File: src/rtl/pipeline_controller_pkg.sv
// ---------------------------------------------------------------------------
// pipeline_pkg
// Shared definitions for the five-stage pipeline hazard/stall controller.
//   - state_e     : controller FSM states (RUN / MEM_WAIT / ERROR)
//   - ctrl_t      : bundle of pipeline register enables and bubble flushes
//   - CTRL_*      : the fixed control patterns the controller can emit
//   - DEFAULT_MAX_WAIT : default data-memory wait budget before a timeout
// ---------------------------------------------------------------------------
package pipeline_pkg;

  localparam int DEFAULT_MAX_WAIT = 16;
  localparam int REG_IDX_W        = 5;

  typedef enum logic [1:0] {
    RUN      = 2'd0,
    MEM_WAIT = 2'd1,
    ERROR    = 2'd2
  } state_e;

  // Field order matches the bit patterns of the CTRL_* constants below:
  // five enables (front to back of the pipe), then the two bubble loads.
  typedef struct packed {
    logic pc_enable;
    logic if_id_enable;
    logic id_ex_enable;
    logic ex_mem_enable;
    logic mem_wb_enable;
    logic if_id_flush;
    logic id_ex_flush;
  } ctrl_t;

  // Everything advances, nothing squashed.
  localparam ctrl_t CTRL_NORMAL   = 7'b11111_00;
  // Everything advances; the two younger instructions are wrong-path.
  localparam ctrl_t CTRL_REDIRECT = 7'b11111_11;
  // Hold PC and IF/ID, let EX onward drain, one bubble into ID/EX.
  localparam ctrl_t CTRL_LOAD_USE = 7'b00111_01;
  // Whole pipe frozen with its contents intact.
  localparam ctrl_t CTRL_FREEZE   = 7'b00000_00;
  // Nothing advances and both front registers are loaded with bubbles.
  localparam ctrl_t CTRL_RESET    = 7'b00000_11;

endpackage

File: src/rtl/pipeline_controller_if.sv
// ---------------------------------------------------------------------------
// pipeline_controller_if
// Bundles the hazard-observation inputs and the pipeline control outputs
// exchanged between the datapath and the pipeline controller.
//   master : datapath side  (drives register indices / stage status,
//                            receives enables and flushes)
//   slave  : controller side (the reverse)
// Signals:
//   id_rs1, id_rs2, ex_rd, ex_load, ex_redirect, mem_req, dmem_ready
//   pc_enable, if_id_enable, id_ex_enable, ex_mem_enable, mem_wb_enable
//   if_id_flush, id_ex_flush
// ---------------------------------------------------------------------------
interface pipeline_controller_if;
  import pipeline_pkg::*;

  logic [REG_IDX_W-1:0] id_rs1;
  logic [REG_IDX_W-1:0] id_rs2;
  logic [REG_IDX_W-1:0] ex_rd;
  logic                 ex_load;
  logic                 ex_redirect;
  logic                 mem_req;
  logic                 dmem_ready;

  logic                 pc_enable;
  logic                 if_id_enable;
  logic                 id_ex_enable;
  logic                 ex_mem_enable;
  logic                 mem_wb_enable;
  logic                 if_id_flush;
  logic                 id_ex_flush;

  modport master (
    output id_rs1, id_rs2, ex_rd, ex_load, ex_redirect, mem_req, dmem_ready,
    input  pc_enable, if_id_enable, id_ex_enable, ex_mem_enable,
           mem_wb_enable, if_id_flush, id_ex_flush
  );

  modport slave (
    input  id_rs1, id_rs2, ex_rd, ex_load, ex_redirect, mem_req, dmem_ready,
    output pc_enable, if_id_enable, id_ex_enable, ex_mem_enable,
           mem_wb_enable, if_id_flush, id_ex_flush
  );

endinterface

File: src/rtl/pipeline_controller_hazard.sv
// ---------------------------------------------------------------------------
// hazard_detector
// Purely combinational load-use comparator.
// Ports:
//   id_rs1, id_rs2 (in)  source registers of the instruction in ID
//   ex_rd          (in)  destination register of the instruction in EX
//   ex_load        (in)  EX instruction is a load
//   load_use       (out) ID needs a value the EX load has not produced yet
// ---------------------------------------------------------------------------
module hazard_detector
  import pipeline_pkg::*;
(
  input  logic [REG_IDX_W-1:0] id_rs1,
  input  logic [REG_IDX_W-1:0] id_rs2,
  input  logic [REG_IDX_W-1:0] ex_rd,
  input  logic                 ex_load,
  output logic                 load_use
);

  // x0 is hard-wired to zero, so a load "writing" it never creates a hazard.
  always_comb begin
    load_use = ex_load && (ex_rd != '0) &&
               ((ex_rd == id_rs1) || (ex_rd == id_rs2));
  end

endmodule

File: src/rtl/pipeline_controller.sv
// ---------------------------------------------------------------------------
// pipeline_controller
// Central stall/flush controller for a five-stage in-order pipeline.
// Handles data-memory wait states (with timeout), control redirects and
// load-use hazards, and keeps two saturating performance counters.
// Parameters:
//   MAX_WAIT : stalled memory cycles tolerated before declaring a bus error
//   CNT_W    : width of the performance counters
// Ports:
//   clk, rst      : clock, synchronous active-high reset
//   bus           : pipeline_controller_if.slave (hazard inputs, enables,
//                   flushes)
//   bus_error     : sticky data-memory timeout flag
//   stall_cycles  : cycles in which the PC was held (outside ERROR)
//   flush_events  : cycles in which any bubble was inserted
//   state         : current FSM state, for debug
// ---------------------------------------------------------------------------
module pipeline_controller
  import pipeline_pkg::*;
#(
  parameter int MAX_WAIT = DEFAULT_MAX_WAIT,
  parameter int CNT_W    = 32
) (
  input  logic                  clk,
  input  logic                  rst,
  pipeline_controller_if.slave  bus,
  output logic                  bus_error,
  output logic [CNT_W-1:0]      stall_cycles,
  output logic [CNT_W-1:0]      flush_events,
  output logic [1:0]            state
);

  // The wait counter only ever has to hold 0 .. MAX_WAIT-1.
  localparam int WAIT_W = (MAX_WAIT > 1) ? $clog2(MAX_WAIT) : 1;
  localparam logic [WAIT_W-1:0] WAIT_LAST = WAIT_W'(MAX_WAIT - 1);

  state_e             state_q, state_d;
  logic [WAIT_W-1:0]  wait_q, wait_d;
  logic               bus_error_q, bus_error_d;
  logic [CNT_W-1:0]   stall_q, stall_d;
  logic [CNT_W-1:0]   flush_q, flush_d;

  ctrl_t              ctrl;
  logic               load_use;
  logic               mem_stall;

  hazard_detector u_hazard (
    .id_rs1   (bus.id_rs1),
    .id_rs2   (bus.id_rs2),
    .ex_rd    (bus.ex_rd),
    .ex_load  (bus.ex_load),
    .load_use (load_use)
  );

  always_comb begin
    mem_stall = bus.mem_req && !bus.dmem_ready;
  end

  // Next-state and output decode. Reset overrides everything and loads
  // bubbles. In RUN and MEM_WAIT a memory stall freezes the whole pipe,
  // so a redirect or load-use seen meanwhile is simply held until the
  // ready cycle, where it is acted on exactly as in RUN. The wait counter
  // counts every frozen cycle, including the first one seen in RUN, so
  // MAX_WAIT stalled cycles in a row land the FSM in ERROR. Encoding 3 is
  // never entered but is steered back to RUN with the pipe frozen.
  always_comb begin
    ctrl        = CTRL_FREEZE;
    state_d     = state_q;
    wait_d      = wait_q;
    bus_error_d = bus_error_q;

    if (rst) begin
      ctrl        = CTRL_RESET;
      state_d     = RUN;
      wait_d      = '0;
      bus_error_d = 1'b0;
    end else begin
      case (state_q)
        RUN, MEM_WAIT: begin
          if (mem_stall) begin
            ctrl = CTRL_FREEZE;
            if (wait_q == WAIT_LAST) begin
              state_d     = ERROR;
              wait_d      = '0;
              bus_error_d = 1'b1;
            end else begin
              state_d = MEM_WAIT;
              wait_d  = wait_q + WAIT_W'(1);
            end
          end else begin
            state_d = RUN;
            wait_d  = '0;
            if (bus.ex_redirect) begin
              ctrl = CTRL_REDIRECT;
            end else if (load_use) begin
              ctrl = CTRL_LOAD_USE;
            end else begin
              ctrl = CTRL_NORMAL;
            end
          end
        end
        ERROR: begin
          ctrl        = CTRL_FREEZE;
          state_d     = ERROR;
          bus_error_d = 1'b1;
        end
        default: begin
          ctrl    = CTRL_FREEZE;
          state_d = RUN;
          wait_d  = '0;
        end
      endcase
    end
  end

  // Performance counters. Time spent dead in ERROR is not a stall worth
  // profiling, so it is excluded; both counters stick at all-ones.
  always_comb begin
    stall_d = stall_q;
    flush_d = flush_q;
    if (rst) begin
      stall_d = '0;
      flush_d = '0;
    end else begin
      if (!ctrl.pc_enable && (state_q != ERROR) && (stall_q != '1)) begin
        stall_d = stall_q + CNT_W'(1);
      end
      if ((ctrl.if_id_flush || ctrl.id_ex_flush) && (flush_q != '1)) begin
        flush_d = flush_q + CNT_W'(1);
      end
    end
  end

  // State register; reset is folded into the _d logic above.
  always_ff @(posedge clk) begin
    state_q     <= state_d;
    wait_q      <= wait_d;
    bus_error_q <= bus_error_d;
    stall_q     <= stall_d;
    flush_q     <= flush_d;
  end

  assign bus.pc_enable     = ctrl.pc_enable;
  assign bus.if_id_enable  = ctrl.if_id_enable;
  assign bus.id_ex_enable  = ctrl.id_ex_enable;
  assign bus.ex_mem_enable = ctrl.ex_mem_enable;
  assign bus.mem_wb_enable = ctrl.mem_wb_enable;
  assign bus.if_id_flush   = ctrl.if_id_flush;
  assign bus.id_ex_flush   = ctrl.id_ex_flush;

  assign bus_error    = bus_error_q;
  assign stall_cycles = stall_q;
  assign flush_events = flush_q;
  assign state        = state_q;

endmodule

File: src/flat_wrapper.sv
// flat-port wrapper written by rule: the top's interface ports become plain ports
module pipeline_controller_flat import pipeline_pkg::*;
#(
  parameter int MAX_WAIT = DEFAULT_MAX_WAIT,
  parameter int CNT_W    = 32
)
  (clk, rst, bus_error, stall_cycles, flush_events, state, bus_id_rs1, bus_id_rs2, bus_ex_rd, bus_ex_load, bus_ex_redirect, bus_mem_req, bus_dmem_ready, bus_pc_enable, bus_if_id_enable, bus_id_ex_enable, bus_ex_mem_enable, bus_mem_wb_enable, bus_if_id_flush, bus_id_ex_flush);
  pipeline_controller_if bus_i ();
  input  logic clk;
  input  logic rst;
  output logic bus_error;
  output logic [CNT_W-1:0] stall_cycles;
  output logic [CNT_W-1:0] flush_events;
  output logic [1:0] state;
  input wire logic [$bits(bus_i.id_rs1)-1:0] bus_id_rs1;
  input wire logic [$bits(bus_i.id_rs2)-1:0] bus_id_rs2;
  input wire logic [$bits(bus_i.ex_rd)-1:0] bus_ex_rd;
  input wire logic [$bits(bus_i.ex_load)-1:0] bus_ex_load;
  input wire logic [$bits(bus_i.ex_redirect)-1:0] bus_ex_redirect;
  input wire logic [$bits(bus_i.mem_req)-1:0] bus_mem_req;
  input wire logic [$bits(bus_i.dmem_ready)-1:0] bus_dmem_ready;
  output wire logic [$bits(bus_i.pc_enable)-1:0] bus_pc_enable;
  output wire logic [$bits(bus_i.if_id_enable)-1:0] bus_if_id_enable;
  output wire logic [$bits(bus_i.id_ex_enable)-1:0] bus_id_ex_enable;
  output wire logic [$bits(bus_i.ex_mem_enable)-1:0] bus_ex_mem_enable;
  output wire logic [$bits(bus_i.mem_wb_enable)-1:0] bus_mem_wb_enable;
  output wire logic [$bits(bus_i.if_id_flush)-1:0] bus_if_id_flush;
  output wire logic [$bits(bus_i.id_ex_flush)-1:0] bus_id_ex_flush;
  assign bus_i.id_rs1 = bus_id_rs1;
  assign bus_i.id_rs2 = bus_id_rs2;
  assign bus_i.ex_rd = bus_ex_rd;
  assign bus_i.ex_load = bus_ex_load;
  assign bus_i.ex_redirect = bus_ex_redirect;
  assign bus_i.mem_req = bus_mem_req;
  assign bus_i.dmem_ready = bus_dmem_ready;
  assign bus_pc_enable = bus_i.pc_enable;
  assign bus_if_id_enable = bus_i.if_id_enable;
  assign bus_id_ex_enable = bus_i.id_ex_enable;
  assign bus_ex_mem_enable = bus_i.ex_mem_enable;
  assign bus_mem_wb_enable = bus_i.mem_wb_enable;
  assign bus_if_id_flush = bus_i.if_id_flush;
  assign bus_id_ex_flush = bus_i.id_ex_flush;
  pipeline_controller #(.MAX_WAIT(MAX_WAIT), .CNT_W(CNT_W)) u_core (.clk(clk), .rst(rst), .bus(bus_i), .bus_error(bus_error), .stall_cycles(stall_cycles), .flush_events(flush_events), .state(state));
endmodule
File: config.mk
export PLATFORM = sky130hd
export DESIGN_NAME = pipeline_controller_flat
export DESIGN_NICKNAME = d
export VERILOG_FILES = /design/src/rtl/pipeline_controller_pkg.sv /design/src/rtl/pipeline_controller_if.sv /design/src/rtl/pipeline_controller_hazard.sv /design/src/rtl/pipeline_controller.sv /design/src/flat_wrapper.sv
export SDC_FILE = /design/constraint.sdc
export NUM_CORES = 1
export LEC_CHECK = 0
export ABC_AREA = 1
export CORE_MARGIN = 3
export CORE_UTILIZATION = 46
export DETAILED_ROUTE_END_ITERATION = 16
export HOLD_SLACK_MARGIN = 0.15
export PLACE_DENSITY_LB_ADDON = 0.3
export SYNTH_ARGS = -nofsm -noshare
export SYNTH_HDL_FRONTEND = slang
export SYNTH_HIERARCHICAL = 1
export SYNTH_SLANG_ARGS = --single-unit
File: constraint.sdc
create_clock -name clk -period 1.75 [get_ports clk]
set_input_delay 0.2625 -clock clk [delete_from_list [all_inputs] [get_ports clk]]
set_output_delay 0.2625 -clock clk [all_outputs]
set_load 0.01 [all_outputs]
==> run metrics, run 1 <==
outcome finished clean; CP peak stage delay approximately 0.36 ns; part of the cycle the worst path needs a little over nine tenths; post-synthesis register bit count 71; Hold Path Stages 2; kind of end point of the critical path flop; detailed-route wire length per cell about 14 microns; most area-consuming cells after synthesis sky130_fd_sc_hd__dfxtp_1, sky130_fd_sc_hd__nand2_1, sky130_fd_sc_hd__nor2_1, sky130_fd_sc_hd__a21oi_1, sky130_fd_sc_hd__inv_1; syn_nets ~800; Tot GR Track Use about a quarter; Std-Cell Rows 36; IO Count 95; overall overflow remaining after global route 0; top-area cell type share of the netlist area roughly 30%; start point of the worst min-delay path u_core/bus_error; number of clock sinks between 70 and 80; Unique masters post-synth 31; Critical Path Stages 9; capturing point of the worst reg2reg path u_core/stall_cycles[30]; DRC violations left 0; clock latency on the worst-skew pair about 0.35 ns; area of the die roughly 11000 sq um; family with the most delay on the worst path simple AND/OR/NAND/NOR gates; core region area a little under 10000 sq um; critical path class reg -> reg; antenna diode count 0; Final Wtd Congestion roughly 0.94; Chip Height 107 microns; startpoint of the worst-slack reg-to-reg timing path u_core/stall_cycles[1]; Mapped Avg Cell Area a little over 6 sq um; most common cell after layout, fill and taps aside sky130_fd_sc_hd__nand2_1; initial cell density of the core 47.6%; PnR worst setup slack ~0.052 ns; Gate Count Post-Synth between 700 and 800; wirelength, routed ~14000 microns; area growth from synthesis to final layout 36.5%; endpoint with the worst hold slack u_core/bus_error; Startpoint Class flop; Pre-Repair DR Iteration Count 5; clk slew on worst S/H paths ~0.080 ns; Tmin final 1.70 ns; max cap viols 0; H-tree depth 3; WP buf/inv 1; static leakage power 2.54 nW; warnings from Yosys 6; fraction of the core area covered by cells at the end of the flow between 60% and 70%; Longest Clk Path Bufs 2; cells along the critical path ha_4 > nand2_2 > nor2_4 > nand2_4 > nor2_8 > nand3_4 > clkbuf_16 > a21oi_1 > nor2_1; number of pins with negative max-slew slack in the final report 0; top library cells by usage in the layout, fill and taps aside sky130_fd_sc_hd__nand2_1, sky130_fd_sc_hd__nor2_1, sky130_fd_sc_hd__clkdlybuf4s50_1; antenna violations before repair 0; ANT nets after route 0; number of global-route vias before repair between 5k and 6k; via density per instance about 5.2; worst setup slack before clock tree synthesis -0.672 ns; Fillers approximately 870; post-synthesis instance area around 4700 sq um; slew at the pin closest to its max-slew limit approximately 0.62 ns; cell accounting for the most synthesized area sky130_fd_sc_hd__dfxtp_1; TritonCTS clock tree done; sequential element share of the synthesized area between 30% and 40%; Worst Reg2Reg Path Length in Cells 9; CTS buffer count 9; pin count of the biggest net entering global routing 58; die width roughly 110 microns; Achievable Freq 0.589 GHz; worst min-delay path class reg -> reg; clock skew around 0.012 ns; worst max-slew margin expressed relative to the limit 58.7%; proportion of layout cells with a drive suffix above 1 between 20% and 30%; total number of vias 5428; CP max-delay cell sky130_fd_sc_hd__dfxtp_2; VDD IR-drop max approximately 0.00032 V; crit path DAT roughly 1.9 ns; CP max FO 9; final net count slightly above 900; endpoints failing hold 0; hold_ws between 0.4 and 0.5 ns; first-pass GRT wire length 22700 microns; internal reg-to-reg setup slack ~0.052 ns; final number of setup-violating endpoints 0; post-detail-place hpwl ~10000 microns; WP data required between 1.5 and 2 ns; CTS root buffer sky130_fd_sc_hd__clkbuf_8; initial DRC count 262; number of buffers inserted by port buffering between 90 and 100; power density relative to cell area roughly 500 nW/um^2
==> layer usage <==
layer | vias to the layer above | wire length, microns | GRT usage, %
met5 | - | 0 | 0
met4 | 0 | 254 | 8.86
met2 | 179 | 7200 | 42.8
met1 | 2533 | 5970 | 29.0
met3 | 21 | 755 | 2.77
li1 | 2695 | - | -
==> logic make-up (layout without fill, tap and decap cells) <==
kind of cell             after synthesis  count (layout)  synth area share [%]
buffers and inverters                 90             230                  9.44
XOR/XNOR                              12              12                  2.24
AND/OR/NAND/NOR                      526             526                  49.7
AO/OA/AOI/OAI                         68              68                  7.57
flip-flops                            71              71                  30.3
adder cells (fa/ha/maj)                3               3                 0.800
==> state kept, by name (all words and copies together) (netlist names) <==
| register | count |
|---|---|
| u_core/state | 2 |
| u_core/stall_cycles | 32 |
| u_core/bus_error | 1 |
| u_core/flush_events | 32 |
| u_core/wait_q | 4 |
==> timing repair <==
item / in CTS / in global routing
cloned: 0 / 3
hold buffers: 0 / 0
endpoints found under the setup margin: 68 / 68
buffers inserted: 1 / 6
pin swaps: 13 / 26
gates resized for setup: 61 / 74
==> synthesized netlist by cell type <==
| cell type | count |
|---|---|
| sky130_fd_sc_hd__a211oi_1 | 2 |
| sky130_fd_sc_hd__a21oi_1 | 53 |
| sky130_fd_sc_hd__a21oi_2 | 1 |
| sky130_fd_sc_hd__a22oi_1 | 1 |
| sky130_fd_sc_hd__a31oi_1 | 3 |
| sky130_fd_sc_hd__buf_1 | 1 |
| sky130_fd_sc_hd__buf_2 | 6 |
| sky130_fd_sc_hd__buf_4 | 8 |
| sky130_fd_sc_hd__buf_6 | 9 |
| sky130_fd_sc_hd__dfxtp_1 | 71 |
| sky130_fd_sc_hd__ha_1 | 3 |
| sky130_fd_sc_hd__inv_1 | 60 |
| sky130_fd_sc_hd__inv_2 | 6 |
| sky130_fd_sc_hd__nand2_1 | 236 |
| sky130_fd_sc_hd__nand2_2 | 6 |
| sky130_fd_sc_hd__nand2_4 | 2 |
| sky130_fd_sc_hd__nand3_1 | 41 |
| sky130_fd_sc_hd__nand3_2 | 17 |
| sky130_fd_sc_hd__nand3_4 | 1 |
| sky130_fd_sc_hd__nand3b_1 | 1 |
| sky130_fd_sc_hd__nand3b_2 | 1 |
| sky130_fd_sc_hd__nand3b_4 | 1 |
| sky130_fd_sc_hd__nand4_1 | 19 |
| sky130_fd_sc_hd__nor2_1 | 185 |
| sky130_fd_sc_hd__nor2_2 | 9 |
| sky130_fd_sc_hd__nor2_4 | 5 |
| sky130_fd_sc_hd__nor2_8 | 1 |
| sky130_fd_sc_hd__o21ai_0 | 8 |
| sky130_fd_sc_hd__or2_2 | 1 |
| sky130_fd_sc_hd__xnor2_1 | 7 |
| sky130_fd_sc_hd__xor2_1 | 5 |
==> per-stage QoR <==
step,total power [mW],instance area (sq um),setup TNS (ns),cells
after floorplan,1.87,4690,0,770
after global placement,2.01,5960,-33.15,1017
after detailed placement,2.02,5960,-37.05,1017
after CTS,3.20,6190,0,1034
after global routing,3.31,6400,-0.240,1043
final,3.20,6400,0,1043
==> worst reg2reg max path: stages (launching register included) <==
cell and delay (ns):
sky130_fd_sc_hd__dfxtp_2 0.36, sky130_fd_sc_hd__ha_4 0.14, sky130_fd_sc_hd__nand2_2 0.06, sky130_fd_sc_hd__nor2_4 0.22
sky130_fd_sc_hd__nand2_4 0.13, sky130_fd_sc_hd__nor2_8 0.13, sky130_fd_sc_hd__nand3_4 0.14, sky130_fd_sc_hd__clkbuf_16 0.21
sky130_fd_sc_hd__a21oi_1 0.16, sky130_fd_sc_hd__nor2_1 0.06
==> report_power, final <==
group,leakage (nW),internal (mW),switching (mW)
Sequential,0.579,1.63,0.0166
Combinational,1.88,0.158,0.200
Clock,0.0853,0.552,0.644
Total,2.54,2.34,0.860
==> final cells by class <==
type | instances | area, sq um | area share (%)
inverter | 66 | 251 | 3.93
tap | 133 | 166 | 2.60
timing repair buffer | 148 | 1360 | 21.2
clock buffer | 11 | 141 | 2.21
sequential | 71 | 1440 | 22.5
multi-input combinational | 609 | 3010 | 47.0
clock inverter | 5 | 33.8 | 0.528
==> worst max path at each step <==
stage / from / endpoint / slack (ns)
after CTS: bus_ex_rd[0] / u_core/flush_events[19] / 0.003
after floorplan: u_core/stall_cycles[0] / u_core/stall_cycles[28] / 0.10
after global routing: u_core/flush_events[3] / u_core/flush_events[22] / -0.03
after detailed placement: bus_ex_rd[4] / bus_id_ex_flush / -0.67
final: u_core/stall_cycles[1] / u_core/stall_cycles[30] / 0.05
after global placement: bus_ex_rd[0] / bus_id_ex_flush / -0.63
(Power assumes the default switching activity.)
==> run 2, diff against run 1 <==
==> constraint.sdc (replaced) <==
create_clock -name clk -period 1.75 [get_ports clk]
set_input_delay 0.35 -clock clk [delete_from_list [all_inputs] [get_ports clk]]
set_output_delay 0.35 -clock clk [all_outputs]
set_load 0.01 [all_outputs]
==> run metrics, run 2 (same netlist as run 1, synthesis figures left out) <==
PnR worst setup slack -0.0424 ns (was 0.0525 ns); violated checks negative setup slack; endpoints failing hold 0 (unchanged); number of buffers inserted for hold repair after clock tree synthesis 0 (unchanged); initial DRC count 269 (was 262); pin count of the biggest net entering global routing 58 (unchanged); kind of end point of the critical path primary output (was flop); max cap viols 0 (unchanged); ANT nets after route 0 (unchanged); H-tree depth 3 (unchanged); Tot GR Track Use 23.7% (was 23.8%); area of the die 11400 sq um (unchanged); number of pins with negative max-slew slack in the final report 0 (unchanged); unrepaired setup endpoints after global routing true; Longest Clk Path Bufs 2 (unchanged); IO Count 95 (unchanged); wirelength, routed 14500 microns (was 14200 microns); number of clock sinks 71 (unchanged); worst max-slew margin expressed relative to the limit 57.9% (was 58.7%); proportion of layout cells with a drive suffix above 1 25.6% (was 21.5%); final net count 932 (was 929); Std-Cell Rows 36 (unchanged); CTS root buffer sky130_fd_sc_hd__clkbuf_8 (unchanged); CP max FO 4 (was 9); worst min-delay path class reg -> reg (unchanged); detailed-route wire length per cell 13.9 microns (was 13.6 microns); fraction of the core area covered by cells at the end of the flow 67.3% (was 64.9%); final number of setup-violating endpoints 1 (was 0); slew at the pin closest to its max-slew limit 0.631 ns (was 0.620 ns); via density per instance 5.26 (was 5.20); area growth from synthesis to final layout 41.4% (was 36.5%); antenna diode count 0 (unchanged); power density relative to cell area 505 nW/um^2 (was 500 nW/um^2); sum of internal, switching and leakage power 3.35 mW (was 3.20 mW); Layout Cells excl Fill 1046 (was 1043); Tmin final 1.79 ns (was 1.70 ns); final setup TNS -0.0424 ns (was 0 ns); clk slew on worst S/H paths 0.08 ns (about the same); core region area 9860 sq um (unchanged); most common cell after layout, fill and taps aside sky130_fd_sc_hd__nand2_1 (unchanged); post-detail-place hpwl 10000 microns (was 10200 microns); part of the cycle the worst path needs 102% (was 97.0%); hold_ws 0.483 ns (was 0.494 ns); Pre-Repair DR Iteration Count 5 (unchanged); first-pass GRT wire length 22600 microns (was 22700 microns); antenna violations before repair 0 (unchanged); top library cells by usage in the layout, fill and taps aside sky130_fd_sc_hd__nand2_1, sky130_fd_sc_hd__nor2_1, sky130_fd_sc_hd__inv_1 (was sky130_fd_sc_hd__nand2_1, sky130_fd_sc_hd__nor2_1, sky130_fd_sc_hd__clkdlybuf4s50_1); number of placed cells counting well taps 1019 (was 1017); Startpoint Class primary input (was flop); clock latency on the worst-skew pair 0.34 ns (was 0.35 ns); Final Wtd Congestion 0.936 (was 0.944); Achievable Freq 0.558 GHz (was 0.589 GHz); CTS buffer count 9 (unchanged); clock skew 0.0101 ns (was 0.0120 ns); overall overflow remaining after global route 0 (unchanged); static leakage power 2.89 nW (was 2.54 nW); VDD IR-drop max 0.000440 V (was 0.000323 V); outcome finished with violations (was finished clean); DRC violations left 0 (unchanged); crit path DAT 1.44 ns (was 1.93 ns); initial cell density of the core 47.6% (unchanged); critical path class in -> out (was reg -> reg); die width 107 microns (unchanged); number of global-route vias before repair 5125 (was 5226); WP data required 1.40 ns (was 1.99 ns); number of buffers inserted by port buffering 94 (unchanged); TritonCTS clock tree done (unchanged); Chip Height 107 microns (unchanged); total number of vias 5501 (was 5428)
[run 2: changes by cell type in the layout (fill, tap and decap cells not counted), sizes merged]
cell | previous run | this run
buf | 57 | 76
clkdlybuf4s50 | 72 | 55
dlymetal6s2s | 0 | 17
clkbuf | 23 | 11
dlygate4sd2 | 4 | 0
bufinv | 0 | 1
clkdlybuf4s15 | 3 | 2
clkinv | 3 | 4
clkinvlp | 3 | 2
[run 2: critical path: stages]
cell and delay, ns:
sky130_fd_sc_hd__clkdlybuf4s15_1 0.18, sky130_fd_sc_hd__xnor2_1 0.19, sky130_fd_sc_hd__nand3_2 0.11, sky130_fd_sc_hd__a21oi_2 0.18, sky130_fd_sc_hd__inv_1 0.07, sky130_fd_sc_hd__nand2_1 0.07
sky130_fd_sc_hd__nand3_2 0.08, sky130_fd_sc_hd__nand2_4 0.11, sky130_fd_sc_hd__buf_6 0.11
[run 2: worst paths after layout]
| kind | start | end | slack (ns) | cells after the start |
|---|---|---|---|---|
| hold reg to reg | u_core/bus_error | u_core/bus_error | 0.48 | 2 |
| hold / removal | u_core/bus_error | u_core/bus_error | 0.48 | 2 |
| setup / recovery | bus_id_rs2[3] | bus_id_ex_flush | -0.04 | 9 |
| setup reg to reg | u_core/stall_cycles[21] | u_core/stall_cycles[18] | 0.01 | 8 |
[run 2: repair_timing]
item,4_1_cts,5_1_grt
endpoints found under the setup margin,75,99
cloned,0,3
resized for setup,106,128
setup buffers,1,7
pin swaps,20,33
[run 2: through the flow]
| stage | worst slack, ns | area [sq um] |
|---|---|---|
| finish | -0.0424 | 6640 |
| detailed placement | -0.903 | 5970 |
| global placement | -0.795 | 5970 |
| floorplan | 0.0719 | 4690 |
| global route | -0.0956 | 6640 |
| CTS | -0.0148 | 6130 |
[run 2: area by class of cell]
| cell class | count | area, sq um |
|---|---|---|
| clock buffer | 10 | 128 |
| tap | 133 | 166 |
| fill | 832 | 3230 |
| timing repair buffer | 151 | 1480 |
| inverter | 66 | 254 |
| clock inverter | 6 | 61.3 |
| sequential | 71 | 1450 |
| multi-input combinational | 609 | 3100 |
[run 2: metal layers]
metal / routed length (microns) / up-vias / global-route usage (%)
met5: 0 / - / 0
met4: 456 / 0 / 9.86
met3: 931 / 44 / 3.07
met2: 7300 / 235 / 42.4
met1: 5830 / 2518 / 28.5
li1: - / 2704 / -
[run 2: power by group]
group / internal (mW) / switching (mW) / total (mW)
clock network: 0.654 / 0.641 / 1.30
logic: 0.187 / 0.226 / 0.413
registers: 1.63 / 0.0118 / 1.64
total: 2.47 / 0.879 / 3.35
==> run 3, diff against run 2 <==
Settings changed: ABC_CLOCK_PERIOD_IN_PS set to 2300.
Clock period 1.75 ns to 2.3 ns, I/O delays scaled along.
==> run metrics, run 3 (same netlist as run 1, synthesis figures left out) <==
core region area 9860 sq um (unchanged); Tmin final between 2 and 2.5 ns; antenna violations before repair 0 (unchanged); power density relative to cell area 418 nW/um^2 (was 505 nW/um^2); capturing point of the worst reg2reg path u_core/flush_events[1] (was u_core/stall_cycles[18]); number of placed cells counting well taps 983 (was 1019); pin count of the biggest net entering global routing 58 (unchanged); detailed-route wire length per cell 12.8 microns (was 13.9 microns); CP peak stage delay 0.25 ns (was 0.19 ns); Post-Place Cell Area 5680 sq um (was 5970 sq um); CP max-delay cell sky130_fd_sc_hd__dlygate4sd2_1 (was sky130_fd_sc_hd__xnor2_1); hold_ws 0.481 ns (was 0.483 ns); final number of setup-violating endpoints 0 (was 1); number of clock sinks 71 (unchanged); Tot GR Track Use 22.8% (was 23.7%); area of the die 11400 sq um (unchanged); final setup TNS 0 ns (was -0.0424 ns); family with the most delay on the worst path simple AND/OR/NAND/NOR gates (unchanged); Final Wtd Congestion 0.933 (was 0.936); Longest Clk Path Bufs 2 (unchanged); critical path class in -> reg (was in -> out); proportion of layout cells with a drive suffix above 1 10.6% (was 25.6%); VDD IR-drop max 0.000249 V (was 0.000440 V); worst setup slack before clock tree synthesis -0.514 ns (was -0.903 ns); Pre-Repair DR Iteration Count 5 (unchanged); Worst setup startpoint bus_ex_rd[2] (was bus_id_rs2[3]); ANT nets after route 0 (unchanged); worst min-delay path class reg -> reg (unchanged); Chip Height 107 microns (unchanged); PnR worst setup slack 0.154 ns (was -0.0424 ns); total number of vias 5233 (was 5501); final instance area 5970 sq um (was 6640 sq um); via density per instance 5.22 (was 5.26); Hold Path Stages 2 (unchanged); initial DRC count 271 (was 269); Layout Cells excl Fill 1003 (was 1046); area growth from synthesis to final layout 27.3% (was 41.4%); clock skew 0.0131 ns (was 0.0101 ns); IO Count 95 (unchanged); CP max FO 6 (was 4); kind of end point of the critical path flop (was primary output); part of the cycle the worst path needs roughly 93%; number of pins with negative max-slew slack in the final report 0 (unchanged); static leakage power 2.39 nW (was 2.89 nW); Startpoint Class primary input (unchanged); clock latency on the worst-skew pair 0.35 ns (was 0.34 ns); most frequent CP cell sky130_fd_sc_hd__nand2_1 (was sky130_fd_sc_hd__nand3_2); start point of the worst min-delay path u_core/bus_error (unchanged); antenna diode count 0 (unchanged); outcome finished clean (was finished with violations); max cap viols 0 (unchanged); WP data required 2.58 ns (was 1.40 ns); number of global-route vias before repair 4962 (was 5125); CTS root buffer sky130_fd_sc_hd__clkbuf_8 (unchanged); endpoint with the worst hold slack u_core/bus_error (unchanged); H-tree depth 3 (unchanged); wirelength, routed 12900 microns (was 14500 microns); DRC violations left 0 (unchanged); first-pass GRT wire length 21800 microns (was 22600 microns); Worst Reg2Reg Path Length in Cells 10 (was 8); post-detail-place hpwl 9580 microns (was 10000 microns); endpoints failing hold 0 (unchanged); sum of internal, switching and leakage power 2.50 mW (was 3.35 mW); startpoint of the worst-slack reg-to-reg timing path u_core/flush_events[0] (was u_core/stall_cycles[21]); crit path DAT 2.42 ns (was 1.44 ns); internal reg-to-reg setup slack 0.20 ns (was 0.01 ns); initial cell density of the core 47.6% (unchanged); final net count 889 (was 932); top library cells by usage in the layout, fill and taps aside sky130_fd_sc_hd__nand2_1, sky130_fd_sc_hd__nor2_1, sky130_fd_sc_hd__clkdlybuf4s50_1 (was sky130_fd_sc_hd__nand2_1, sky130_fd_sc_hd__nor2_1, sky130_fd_sc_hd__inv_1); number of buffers inserted by port buffering 94 (unchanged); worst max-slew margin expressed relative to the limit 59.5% (was 57.9%); overall overflow remaining after global route 0 (unchanged); WP buf/inv 6 (was 3); Fillers 935 (was 832); CTS buffer count 9 (unchanged); Achievable Freq 0.466 GHz; clk slew on worst S/H paths 0.08 ns (about the same); slew at the pin closest to its max-slew limit 0.607 ns (was 0.631 ns); most common cell after layout, fill and taps aside sky130_fd_sc_hd__nand2_1 (unchanged); Std-Cell Rows 36 (unchanged); fraction of the core area covered by cells at the end of the flow 60.6% (was 67.3%); TritonCTS clock tree done (unchanged); cells along the critical path dlygate4sd2_1 > inv_2 > nand2_1 > nand2_1 > nor2_1 > nand3_1 > a21oi_2 > inv_1 > nand2_1 > nand3_2 > nand2_2 > buf_6 > clkinvlp_4 > nor2_2 > nand3_1 > nand2_1 > inv_1 > nor2_2 (was clkdlybuf4s15_1 > xnor2_1 > nand3_2 > a21oi_2 > inv_1 > nand2_1 > nand3_2 > nand2_4 > buf_6); die width 107 microns (unchanged)
==> run 3: cell count changes in the layout (fill, tap and decap cells not counted), moves of 14 or more <==
| cell | delta |
|---|---|
| sky130_fd_sc_hd__buf_4 | -35 |
| sky130_fd_sc_hd__dfxtp_1 | +20 |
| sky130_fd_sc_hd__buf_6 | -14 |
| sky130_fd_sc_hd__clkdlybuf4s50_1 | +17 |
| sky130_fd_sc_hd__nand2_2 | -17 |
| sky130_fd_sc_hd__nor2_2 | -20 |
| sky130_fd_sc_hd__nor2_1 | +27 |
| sky130_fd_sc_hd__nand2_1 | +19 |
| sky130_fd_sc_hd__dfxtp_2 | -20 |
==> run 3: layout make-up <==
class | count | area [sq um] | area share, %
Sequential cell | 71 | 1420 | 23.8
Multi-Input combinational cell | 609 | 2890 | 48.3
Clock buffer | 12 | 145 | 2.43
Tap cell | 133 | 166 | 2.79
Inverter | 66 | 251 | 4.21
Clock inverter | 4 | 45.0 | 0.754
Timing Repair Buffer | 108 | 1060 | 17.7
==> run 3: per-layer routing <==
layer,vias up,GRT usage [%],part of all wire [%]
met4,0,7.85,2.4
li1,2616,-,-
met1,2403,28.0,43
met3,30,4.58,5.5
met2,184,39.5,49
met5,-,0,0
==> run 3: how the worst max path moves through the flow <==
stage / end / slack, ns / cells after the start
finish: u_core/flush_events[30] / 0.15 / 18
global placement: bus_id_ex_flush / -0.43 / 12
global route: u_core/flush_events[26] / -0.004 / 17
floorplan: bus_id_ex_flush / 0.50 / 11
CTS: bus_id_ex_flush / -0.01 / 12
detailed placement: bus_id_ex_flush / -0.51 / 12
==> run 3: what timing repair did <==
| item | in CTS | in global routing |
|---|---|---|
| buffers inserted | 0 | 4 |
| setup endpoints to repair | 18 | 46 |
| hold buffers | 0 | 0 |
| gates cloned | 0 | 0 |
| gates resized for setup | 25 | 26 |
| hold endpoints to repair | 0 | 0 |
| pin swaps | 1 | 14 |
==> run 3: where the power goes <==
| part | total (mW) | switching [mW] | internal (mW) |
|---|---|---|---|
| sequential | 1.26 | 0.0145 | 1.24 |
| combinational | 0.247 | 0.138 | 0.109 |
| clock | 0.993 | 0.466 | 0.527 |
| total | 2.50 | 0.619 | 1.88 |
==> run 3: worst register-to-register path: stages (launching register included) <==
cell and delay (ns):
sky130_fd_sc_hd__dfxtp_1 0.42, sky130_fd_sc_hd__ha_1 0.26, sky130_fd_sc_hd__inv_1 0.10, sky130_fd_sc_hd__nor2_4 0.18
sky130_fd_sc_hd__nand2_1 0.14, sky130_fd_sc_hd__nor2_2 0.17, sky130_fd_sc_hd__nand2_4 0.29, sky130_fd_sc_hd__nand2_1 0.18
sky130_fd_sc_hd__inv_1 0.08, sky130_fd_sc_hd__nor2_1 0.11, sky130_fd_sc_hd__nor2_1 0.06
